$ cat src/rtl/uart_arb_pkg.sv
// rtl/uart_arb_pkg.sv - shared constants, state encoding and index helper for the UART TX arbiter
//
// Purpose : FSM state encoding, byte width and a modulo-wrap index
//           increment used by the round-robin picker.
// Ports   : none (package)
package uart_arb_pkg;

  localparam int BYTE_W = 8;

  typedef enum logic [1:0] {
    IDLE  = 2'd0,
    LOAD  = 2'd1,
    START = 2'd2,
    DONE  = 2'd3
  } arb_state_t;

  // Next requester index after idx, wrapping at n. Anything at or past
  // n-1 wraps to 0, so an out-of-range index can never be produced.
  function automatic int next_idx(input int idx, input int n);
    return (idx + 1 >= n) ? 0 : idx + 1;
  endfunction

endpackage

$ cat src/rtl/rr_pick.sv
// rtl/rr_pick.sv - combinational rotate-priority encoder for round-robin arbitration
//
// Purpose : Finds the first set bit of i_req searching i_last+1, i_last+2, ...
//           with wrap at NREQ. i_last itself is searched last.
// Ports   : i_req  [NREQ-1:0] request mask
//           i_last [IDW-1:0]  previously granted index
//           o_win  [IDW-1:0]  winning index (valid when o_any)
//           o_any             at least one request present
module rr_pick
  import uart_arb_pkg::*;
#(
  parameter int NREQ = 4,
  parameter int IDW  = 2
) (
  input  logic [NREQ-1:0] i_req,
  input  logic [IDW-1:0]  i_last,
  output logic [IDW-1:0]  o_win,
  output logic            o_any
);

  always_comb begin
    int idx;
    o_win = '0;
    o_any = 1'b0;
    idx   = int'(i_last);
    for (int k = 0; k < NREQ; k++) begin
      idx = next_idx(idx, NREQ);
      // Constant-index scan keeps every select in range for any NREQ.
      for (int j = 0; j < NREQ; j++) begin
        if (!o_any && (idx == j) && i_req[j]) begin
          o_any = 1'b1;
          o_win = IDW'(j);
        end
      end
    end
  end

endmodule

$ cat src/rtl/uart_tx_arbiter.sv
// rtl/uart_tx_arbiter.sv - round-robin arbiter sharing one UART transmitter among NREQ producers
//
// Purpose : Grants one byte per turn to a requester, writes it to the UART
//           core and waits for the core's busy cycle to complete.
//           Optional macro UART_ARB_LOCK_EN keeps a multi-byte message
//           (terminated by req_last) contiguous.
// Ports   : i_clk, i_rst                   clock, async active-high reset
//           i_req_valid/i_req_data/i_req_last  producer side
//           o_req_ready [NREQ-1:0]         accept pulse per requester
//           o_tx_data, o_tx_wr, i_tx_busy  UART core side
//           o_grant_id  [IDW-1:0]          last/current granted requester
//           o_active                       accept until core idle again
module uart_tx_arbiter
  import uart_arb_pkg::*;
#(
  parameter int NREQ = 4,
  parameter int IDW  = 2
) (
  input  logic                   i_clk,
  input  logic                   i_rst,
  input  logic [NREQ-1:0]        i_req_valid,
  input  logic [BYTE_W*NREQ-1:0] i_req_data,
  input  logic [NREQ-1:0]        i_req_last,
  output logic [NREQ-1:0]        o_req_ready,
  output logic [BYTE_W-1:0]      o_tx_data,
  output logic                   o_tx_wr,
  input  logic                   i_tx_busy,
  output logic [IDW-1:0]         o_grant_id,
  output logic                   o_active
);

  arb_state_t        r_state;
  arb_state_t        w_next_state;
  logic [BYTE_W-1:0] r_data_q;
  logic [BYTE_W-1:0] r_tx_hold;
  logic [IDW-1:0]    r_grant_id;
  logic              r_active;

  logic [NREQ-1:0]   w_pick_mask;
  logic [IDW-1:0]    w_win;
  logic              w_any;
  logic              w_accept;
  logic [BYTE_W-1:0] w_win_data;

  rr_pick #(.NREQ(NREQ), .IDW(IDW)) u_pick (
    .i_req  (w_pick_mask),
    .i_last (r_grant_id),
    .o_win  (w_win),
    .o_any  (w_any)
  );

`ifdef UART_ARB_LOCK_EN
  logic r_locked;
  logic w_win_last;

  always_comb begin
    w_win_last = 1'b0;
    for (int i = 0; i < NREQ; i++) begin
      if (w_win == IDW'(i)) w_win_last = i_req_last[i];
    end
  end

  // While locked only the owner of the open message may win; the picker
  // then wraps all the way round back to r_grant_id.
  assign w_pick_mask = r_locked ? (i_req_valid & (NREQ'(1) << r_grant_id)) : i_req_valid;

  always_ff @(posedge i_clk or posedge i_rst) begin
    if (i_rst) begin
      r_locked <= 1'b0;
    end else if (w_accept) begin
      r_locked <= ~w_win_last;
    end
  end
`else
  logic w_unused;
  assign w_unused    = ^i_req_last;
  assign w_pick_mask = i_req_valid;
`endif

  // Reset gates the accept so no ready pulse leaks out while rst is high.
  assign w_accept = (r_state == IDLE) && w_any && !i_tx_busy && !i_rst;

  always_comb begin
    w_win_data = '0;
    for (int i = 0; i < NREQ; i++) begin
      if (w_win == IDW'(i)) w_win_data = i_req_data[i*BYTE_W +: BYTE_W];
    end
  end

  // State register
  always_ff @(posedge i_clk or posedge i_rst) begin
    if (i_rst) r_state <= IDLE;
    else       r_state <= w_next_state;
  end

  // Next-state logic
  always_comb begin
    w_next_state = r_state;
    case (r_state)
      IDLE:    if (w_accept)   w_next_state = LOAD;
      LOAD:                    w_next_state = START;
      START:   if (i_tx_busy)  w_next_state = DONE;
      DONE:    if (!i_tx_busy) w_next_state = IDLE;
      default:                 w_next_state = IDLE;
    endcase
  end

  // Outputs. tx_data shows the fresh byte during LOAD and otherwise the
  // byte of the previous LOAD, so it does not move at accept time.
  always_comb begin
    o_req_ready = '0;
    if (w_accept) o_req_ready = NREQ'(1) << w_win;
    o_tx_wr   = (r_state == LOAD);
    o_tx_data = (r_state == LOAD) ? r_data_q : r_tx_hold;
  end

  // Datapath registers
  always_ff @(posedge i_clk or posedge i_rst) begin
    if (i_rst) begin
      r_data_q   <= '0;
      r_tx_hold  <= '0;
      r_grant_id <= IDW'(NREQ - 1);
      r_active   <= 1'b0;
    end else begin
      if (w_accept) begin
        r_data_q   <= w_win_data;
        r_grant_id <= w_win;
        r_active   <= 1'b1;
      end
      if (r_state == LOAD) r_tx_hold <= r_data_q;
      if ((r_state == DONE) && !i_tx_busy) r_active <= 1'b0;
    end
  end

  assign o_grant_id = r_grant_id;
  assign o_active   = r_active;

endmodule

$ cat config.mk
export PLATFORM = sky130hd
export DESIGN_NAME = uart_tx_arbiter
export DESIGN_NICKNAME = d
export VERILOG_FILES = /design/src/rtl/uart_arb_pkg.sv /design/src/rtl/rr_pick.sv /design/src/rtl/uart_tx_arbiter.sv
export SDC_FILE = /design/constraint.sdc
export NUM_CORES = 1
export LEC_CHECK = 0
export CAP_MARGIN = 20
export CORE_MARGIN = 2
export CORE_UTILIZATION = 35
export CTS_BUF_LIST = sky130_fd_sc_hd__clkbuf_4
export DETAILED_ROUTE_END_ITERATION = 8
export GPL_TIMING_DRIVEN = 0
export PLACE_DENSITY = 0.72
export SYNTH_ARGS = -nofsm -noshare
export SYNTH_HDL_FRONTEND = slang
export SYNTH_SLANG_ARGS = --single-unit
$ cat constraint.sdc
create_clock -name i_clk -period 3.2 [get_ports i_clk]
set_input_delay 0.64 -clock i_clk [delete_from_list [all_inputs] [get_ports i_clk]]
set_output_delay 0.64 -clock i_clk [all_outputs]
set_load 0.02 [all_outputs]
==> results of run 1 <==
-- worst paths after layout --
check                                          start                       to  slack, ns  cells past startpoint
max                                   i_req_valid[0]           o_req_ready[3]       0.08                      7
min in group asynchronous                      i_rst   r_state[1]$_DFFE_PP0P_       0.83                      2
max reg2reg                o_grant_id[1]$_DFFE_PP1P_  r_data_q[3]$_DFFE_PP0P_       1.13                      6
min reg2reg                   r_tx_hold[5]$_DFF_PP0_   r_tx_hold[5]$_DFF_PP0_       0.51                      1
min                           r_tx_hold[5]$_DFF_PP0_   r_tx_hold[5]$_DFF_PP0_       0.51                      1
max in group asynchronous                      i_rst   r_tx_hold[0]$_DFF_PP0_       1.87                      2
-- flip-flops by register name (all words and copies together) (netlist names) --
signal and cells:
o_active 1, o_grant_id 2, r_data_q 8, r_state 2, r_tx_hold 8
-- logic make-up after synthesis --
kind of cell / count (synthesis)
flip-flops: 21
AND/OR/NAND/NOR: 39
multiplexers: 12
adder cells (fa/ha/maj): 5
AO/OA/AOI/OAI: 34
buffers and inverters: 14
-- worst reg2reg max path: stages (launching register included) --
cell      delay, ns
dfstp_2        0.55
clkbuf_1       0.26
nor3b_1        0.13
a311oi_2       0.58
nor2_1         0.10
o221ai_1       0.20
o221a_2        0.20
-- synth_stat cells, drive strengths merged (3+ instances only) --
cell type	count
nor3	4
nor2b	3
mux2i	3
buf	3
inv	9
o221ai	4
a211oi	3
nor2	16
ha	5
a221oi	3
dfrtp	19
mux2	9
a21oi	9
nand2	5
o221a	4
-- final cells by class --
| cell class | count | area (um2) | share of cell area |
|---|---|---|---|
| Tap cell | 46 | 57.56 | 0.03024 |
| Clock buffer | 3 | 22.52 | 0.01183 |
| Inverter | 9 | 33.78 | 0.01775 |
| Sequential cell | 21 | 528.0 | 0.2774 |
| Clock inverter | 1 | 5.005 | 0.002630 |
| Buffer | 5 | 37.54 | 0.01972 |
| Multi-Input combinational cell | 90 | 685.7 | 0.3603 |
| Timing Repair Buffer | 55 | 533.0 | 0.2801 |
-- stage by stage --
step / hold WS (ns) / setup TNS (ns) / setup WS (ns) / std cells / area, um2
2_1_floorplan: 0.5264 / 0 / 0.2107 / 125 / 1271
3_3_place_gp: 0.4810 / -1.248 / -0.3928 / 225 / 1869
3_5_place_dp: 0.4889 / -1.299 / -0.3911 / 225 / 1869
4_1_cts: 0.5169 / 0 / 0.002474 / 230 / 1911
5_1_grt: 0.5332 / -0.02571 / -0.02571 / 230 / 1903
6_report: 0.5107 / 0 / 0.08454 / 230 / 1903
-- power by group through the flow --
| stage | clock (W) | sequential (W) | combinational [W] |
|---|---|---|---|
| 2_1_floorplan | 0 | 0.000480 | 0.000577 |
| 3_3_place_gp | 0 | 0.000470 | 0.000908 |
| 3_5_place_dp | 0 | 0.000480 | 0.000933 |
| 4_1_cts | 0.000132 | 0.000474 | 0.000941 |
| 5_1_grt | 0.000144 | 0.000490 | 0.00102 |
| 6_report | 0.000126 | 0.000473 | 0.000936 |
-- what timing repair did --
| item | CTS | global route |
|---|---|---|
| pin swaps | 1 | 1 |
| buffers inserted | 1 | 0 |
| endpoints found under the hold margin | 0 | 0 |
| gates resized for setup | 12 | 7 |
| endpoints found under the setup margin | 4 | 4 |
-- routing by layer --
| metal | part of all wire | wire (um) |
|---|---|---|
| met2 | 0.47 | 1533 |
| met3 | 0.068 | 224 |
| met5 | 0 | 0 |
| met4 | 0.010 | 34 |
| met1 | 0.45 | 1486 |
-- placed cells by master (no fill, tap or decap), types with 2 or more instances in the layout --
cell / Yosys / final
clkdlybuf4s50_1: 0 / 49
dfrtp_1: 19 / 19
nor2_1: 15 / 15
a21oi_1: 9 / 9
inv_1: 9 / 9
mux2_2: 9 / 9
ha_1: 5 / 5
clkbuf_4: 0 / 4
o221ai_1: 4 / 4
o221a_2: 4 / 4
nor3_1: 4 / 3
nand2_1: 3 / 3
mux2i_1: 3 / 3
nor2b_1: 3 / 3
a221oi_1: 3 / 3
a211oi_1: 3 / 3
nand2b_1: 2 / 2
or2b_1: 2 / 2
clkbuf_1: 2 / 2
buf_6: 2 / 2
nand2_2: 2 / 2
dfstp_2: 2 / 2
clkbuf_2: 0 / 2
==> summary.md, run 1 <==
| Metric | Value |
|---|---|
| I/O Pins | 59 |
| Post-DR vias/cell | 5.152 |
| Area of the die | 0.004130 mm2 |
| Clk_lat worst skew | 0.30 ns |
| Clock network fraction of total power | 0.082 |
| Vias after detailed routing | 1,185 |
| Number of global-route vias before repair | 1,150 |
| Clock buffer count from CTS | 3 |
| IO buf count | 54 |
| Slew headroom | 0.4517 |
| Crit. End Element | output pin |
| Placer Congestion | 0.7923 |
| HPWL Detailed | 2.565 mm |
| Antenna-violating nets left | 0 |
| Pint | 0.0009247 W |
| Initial antenna violation count | 0 |
| Post-synth net total | 173 |
| H-Tree Depth | 1 |
| Final Hold Viols | 0 |
| Drt total wl | 3.278 mm |
| Min Tclk post-route | 3.115 ns |
| Simple-gate share of the synthesized area | 0.1594 |
| Avg Cell Area, Syn | 10.17 um2 |
| Die width | 64.27 um |
| Die Y | 64.27 um |
| N_diodes | 0 |
| CTS Hold Bufs | 0 |
| Remaining global-route overflow | 0 |
| CP cell instances | clkdlybuf4s50_1 > or2_2 > a311o_2 > nor2_4 > nand2_2 > inv_1 > clkdlybuf4s15_2 |
| Arr. time, crit path | 2.48 ns |
| Async SR Flop Fraction | 1.000 |
| Fraction of the yosys area taken by sequential cells | 0.4154 |
| Max Cap Violations | 0 |
| Compound-cell area share of the yosys netlist | 0.2185 |
| M3 GR Usage | 0.01937 |
| P&R area growth vs syn | 49.71% |
| Starting density of the core | 0.3722 |
| Met1 GRT Util | 0.2356 |
| Largest net degree at the start of global routing | 22 |
| Synth top area cells | dfrtp_1, mux2_2, ha_1 |
| CTS sink count | 21 |
| RSZ-0062 raised after global routing | true |
| Top_reg_cell synth | dfrtp_1 |
| Post-synth EDFFs | 0 |
| Worst Path Max Fanout | 5 |
| DRC errors left | 0 |
| CTS tree | built |
| Filler instances | 313 |
| Final Max Tran Viols | 0 |
| Worst-margin pin slew | 0.8216 ns |
| Path type of the worst min-delay path | register to register |
| Post-synth top area cell | dfrtp_1 |
| First-pass GRT wire length | 5.485 mm |
| CP peak stage delay | 0.47 ns |
| Final Cycle Share | 0.9736 |
| Layout Nets | 233 |
| Req. time, crit path | 2.56 ns |
| Cell Pwr Density | 806.5 mW/mm2 |
| Layout cells sized above 1 | 0.1957 |
| CTS Root Cell | clkbuf_4 |
| Critical Path Source Type | input pin |
| Cells after synthesis | 125 |
| Global-route layer with the greatest usage | met2 |
| Sequential group share of total power | 0.308 |
| Max stage delay cell, worst path | clkdlybuf4s50_1 |
| Routing usage on met2 | 0.2669 |
| Status | finished, final reports clean |
| VDD IR max | 0.0002717 V |
| DR WL/cell | 14.25 um |
| Cell family with most CP delay | buffers and inverters |
| Leak pwr | 0.7987 nW |
| Switching portion of total power | 0.3976 |
| Setup CP Type | input pin to output pin |
| Max frequency | 321.0 MHz |
| Synth Area in XOR/XNOR | 0 |
| Reg clk slew, reported paths | 0.11 ns |
| GRT Util Overall | 0.1695 |
| Final Util | 0.5571 |
| Area share of fa/ha/maj cells after synthesis | 0.04921 |
| First-pass iteration count of the detailed router | 4 |
| Synth cell types | 40 |
| Yosys top cell area share | 0.3740 |
| Core region area | 0.003416 mm2 |
| Clock Path Buffers | 2 |
| Final setup viols | 0 |
| Post-synthesis mux area share | 0.1033 |
| WP buf/inv | 3 |
| Skew final | 0.001073 ns |
| Pwr Total | 0.001535 W |
| #FFs+latches synth | 21 |
| Core Rows | 21 |
| Largest family of logic cells by synthesized area | compound AO/OA/AOI/OAI gates |
| Psw | 0.0006102 W |
| Initial DRC Count | 60 |
| YS warnings | 0 |
| Combinational share of power | 0.610 |
| Synth Cell Area | 0.001271 mm2 |
Note: power is estimated with default switching activity, not from simulation.
==> inputs of run 2 (changes only) <==
--- a/config.mk
+++ b/config.mk
@@ -11,7 +11,7 @@
 export CTS_BUF_LIST = sky130_fd_sc_hd__clkbuf_4
 export DETAILED_ROUTE_END_ITERATION = 8
 export GPL_TIMING_DRIVEN = 0
-export PLACE_DENSITY = 0.72
+export PLACE_DENSITY = 0.75
 export SYNTH_ARGS = -nofsm -noshare
 export SYNTH_HDL_FRONTEND = slang
 export SYNTH_SLANG_ARGS = --single-unit
==> constraint.sdc (replaced) <==
create_clock -name i_clk -period 2.68 [get_ports i_clk]
set_input_delay 0.536 -clock i_clk [delete_from_list [all_inputs] [get_ports i_clk]]
set_output_delay 0.536 -clock i_clk [all_outputs]
set_load 0.02 [all_outputs]
==> run 2 against run 1 <==
Against the previous run:
- via count rose by 0.84%
- non-clock buffer count rose by 3
- die area did not move
- wire length rose by 3.9%
- utilization rose by 1.6 points
- final cell count rose by 1.3%
- first-iteration DRC count fell by 23%
- sequential share of layout area fell by 0.78 points
- critical path type unchanged
- critical endpoint unchanged
- largest power group unchanged
- highest routed layer unchanged
==> summary.md, run 2 (synthesized netlist as in run 1, its figures left out) <==
| Metric | Value |
|---|---|
| Die Y | 64.27 um (unchanged) |
| Max Cap Violations | 0 (unchanged) |
| Commonest non-fill, non-tap cell in the layout | clkdlybuf4s50_1 |
| CTS tree | built |
| Filler instances | 312 (-0.32%) |
| Non-Filler Instances | 233 (+1.3%) |
| DP Area | 0.001871 mm2 (about the same) |
| Leak pwr | 0.8343 nW (+4.5%) |
| Remaining global-route overflow | 0 (unchanged) |
| Clock Path Buffers | 2 (unchanged) |
| Path type of the worst min-delay path | register to register |
| Req. time, crit path | 2.14 ns (-0.42 ns) |
| Layout cells sized above 1 | 0.2513 (+0.05568) |
| CP peak stage delay | 0.55 ns (+0.08 ns) |
| Initial DRC Count | 46 (-23%) |
| Final Cycle Share | 0.9986 |
| CTS Root Cell | clkbuf_4 |
| Final Util | 0.5733 (+0.01612) |
| Min Tclk post-route | 2.676 ns |
| Hold Crit Depth | 1 (unchanged) |
| Final setup viols | 0 (unchanged) |
| Cell Pwr Density | 973.9 mW/mm2 (+21%) |
| I/O Pins | 59 (unchanged) |
| Fin worst setup slack | 0.003645 ns (-0.08090 ns) |
| Worst Path Max Fanout | 10 (+5) |
| Slew headroom | 0.4685 (+0.01689) |
| GRT Util Overall | 0.1700 (+0.0004286) |
| Starting density of the core | 0.3722 (unchanged) |
| Cells after DPL | 225 (unchanged) |
| Number of global-route vias before repair | 1,245 (+8.3%) |
| Area of the die | 0.004130 mm2 (unchanged) |
| Max frequency | 373.6 MHz |
| HPWL Detailed | 2.706 mm (+5.5%) |
| Core region area | 0.003416 mm2 (unchanged) |
| Vias after detailed routing | 1,195 (+0.84%) |
| RSZ-0062 raised after global routing | true |
| R2R cell count | 6 (unchanged) |
| CTS Hold Bufs | 0 (unchanged) |
| CTS sink count | 21 (unchanged) |
| Most frequent cells in the layout | clkdlybuf4s50_1, dfrtp_1, nor2_1 |
| H-Tree Depth | 1 (unchanged) |
| N_diodes | 0 (unchanged) |
| Clock buffer count from CTS | 3 (unchanged) |
| P&R area growth vs syn | 54.04% |
| Status | finished, final reports clean |
| First-pass GRT wire length | 5.547 mm (+1.1%) |
| Clk_lat worst skew | 0.31 ns (about the same) |
| Worst-margin pin slew | 0.7963 ns (-0.02530 ns) |
| Final instance area | 0.001958 mm2 (+2.9%) |
| Biggest regs | r_data_q (8), r_tx_hold (8) |
| CP cell instances | dlygate4sd2_1 > or4_4 > nand3_1 > buf_6 > nor2_4 > nand2_2 > inv_1 > clkdlybuf4s15_2 |
| Antenna-violating nets left | 0 (unchanged) |
| Crit. End Element | output pin |
| DRC errors left | 0 (unchanged) |
| Layout Nets | 236 (+1.3%) |
| VDD IR max | 0.0004734 V (+74%) |
| Setup TNS | 0 ns (unchanged) |
| DR WL/cell | 14.61 um (+2.5%) |
| First-pass iteration count of the detailed router | 4 (unchanged) |
| Initial antenna violation count | 0 (unchanged) |
| Final Max Tran Viols | 0 (unchanged) |
| Core Rows | 21 (unchanged) |
| Final Hold Viols | 0 (unchanged) |
| Largest net degree at the start of global routing | 22 (unchanged) |
| Max stage delay cell, worst path | or4_4 |
| Reg clk slew, reported paths | 0.11 ns (about the same) |
| Die width | 64.27 um (unchanged) |
| Skew final | 0.007698 ns (+0.006625 ns) |
| Critical Path Source Type | input pin |
| Drt total wl | 3.405 mm (+3.9%) |
| IO buf count | 54 (unchanged) |
| Setup CP Type | input pin to output pin |
| Dpl ws | -0.7473 ns (-0.3562 ns) |
| Arr. time, crit path | 2.14 ns (-0.34 ns) |
| Placer Congestion | 0.7944 (+0.27%) |
| Post-DR vias/cell | 5.129 (-0.45%) |
run 2: changes by cell type in the layout (fill, tap and decap cells not counted), moves of 2 or more:
cell | before | now
dlygate4sd2_1 | 1 | 3
clkbuf_1 | 2 | 0
clkdlybuf4s50_1 | 49 | 46
buf_4 | 1 | 8
run 2: path summary, 6_finish.rpt:
kind / start / endpoint / slack, ns
setup / recovery: i_req_valid[0] / o_req_ready[3] / 0.004
hold / removal: r_tx_hold[1]$_DFF_PP0_ / r_tx_hold[1]$_DFF_PP0_ / 0.51
setup reg to reg: o_grant_id[0]$_DFFE_PP1P_ / r_data_q[5]$_DFFE_PP0P_ / 0.75
hold reg to reg: r_tx_hold[1]$_DFF_PP0_ / r_tx_hold[1]$_DFF_PP0_ / 0.51
max in group asynchronous: i_rst / r_tx_hold[6]$_DFF_PP0_ / 1.49
min in group asynchronous: i_rst / o_active$_DFFE_PP0P_ / 0.69
run 2: routing by layer:
metal	vias to the layer above	routed length, um	global-route usage
met5	-	0	0
met2	50	1710	0.3021
li1	584	-	-
met4	0	63	0.05851
met3	7	168	0.02113
met1	554	1461	0.2110
run 2: power breakdown:
group | internal [W] | leakage, nW | switching [W] | total, W
Clock | 0.0000557 | 0.0177 | 0.0000988 | 0.000155
Combinational | 0.000607 | 0.577 | 0.000560 | 0.00117
Sequential | 0.000487 | 0.240 | 0.0000982 | 0.000585
run 2: area by class of cell:
cell class                      count  area (um2)  area share
Multi-Input combinational cell     90       715.7      0.3655
Timing Repair Buffer               60       565.5      0.2888
Sequential cell                    21       528.0      0.2696
Tap cell                           46       57.56     0.02939
Inverter                            9       33.78     0.01725
Buffer                              3       30.03     0.01534
Clock buffer                        3       22.52     0.01150
Clock inverter                      1       5.005    0.002556
run 2: worst max-delay path, delay by kind of cell:
family | cells | cell delay [ns]
buffers and inverters | 4 | 0.75
AND/OR/NAND/NOR | 4 | 0.85
run 2: what timing repair did:
item	4_1_cts	5_1_grt
pin swaps	2	0
setup buffers	6	0
resized for setup	25	8
endpoints found under the setup margin	12	12
run 2: metrics by stage:
step                hold WS (ns)  power (W)
floorplan                 0.5110   0.001263
global placement          0.4837   0.001653
detailed placement        0.4954   0.001694
CTS                       0.5224   0.001890
global route              0.5357   0.002026
finish                    0.5137   0.001907
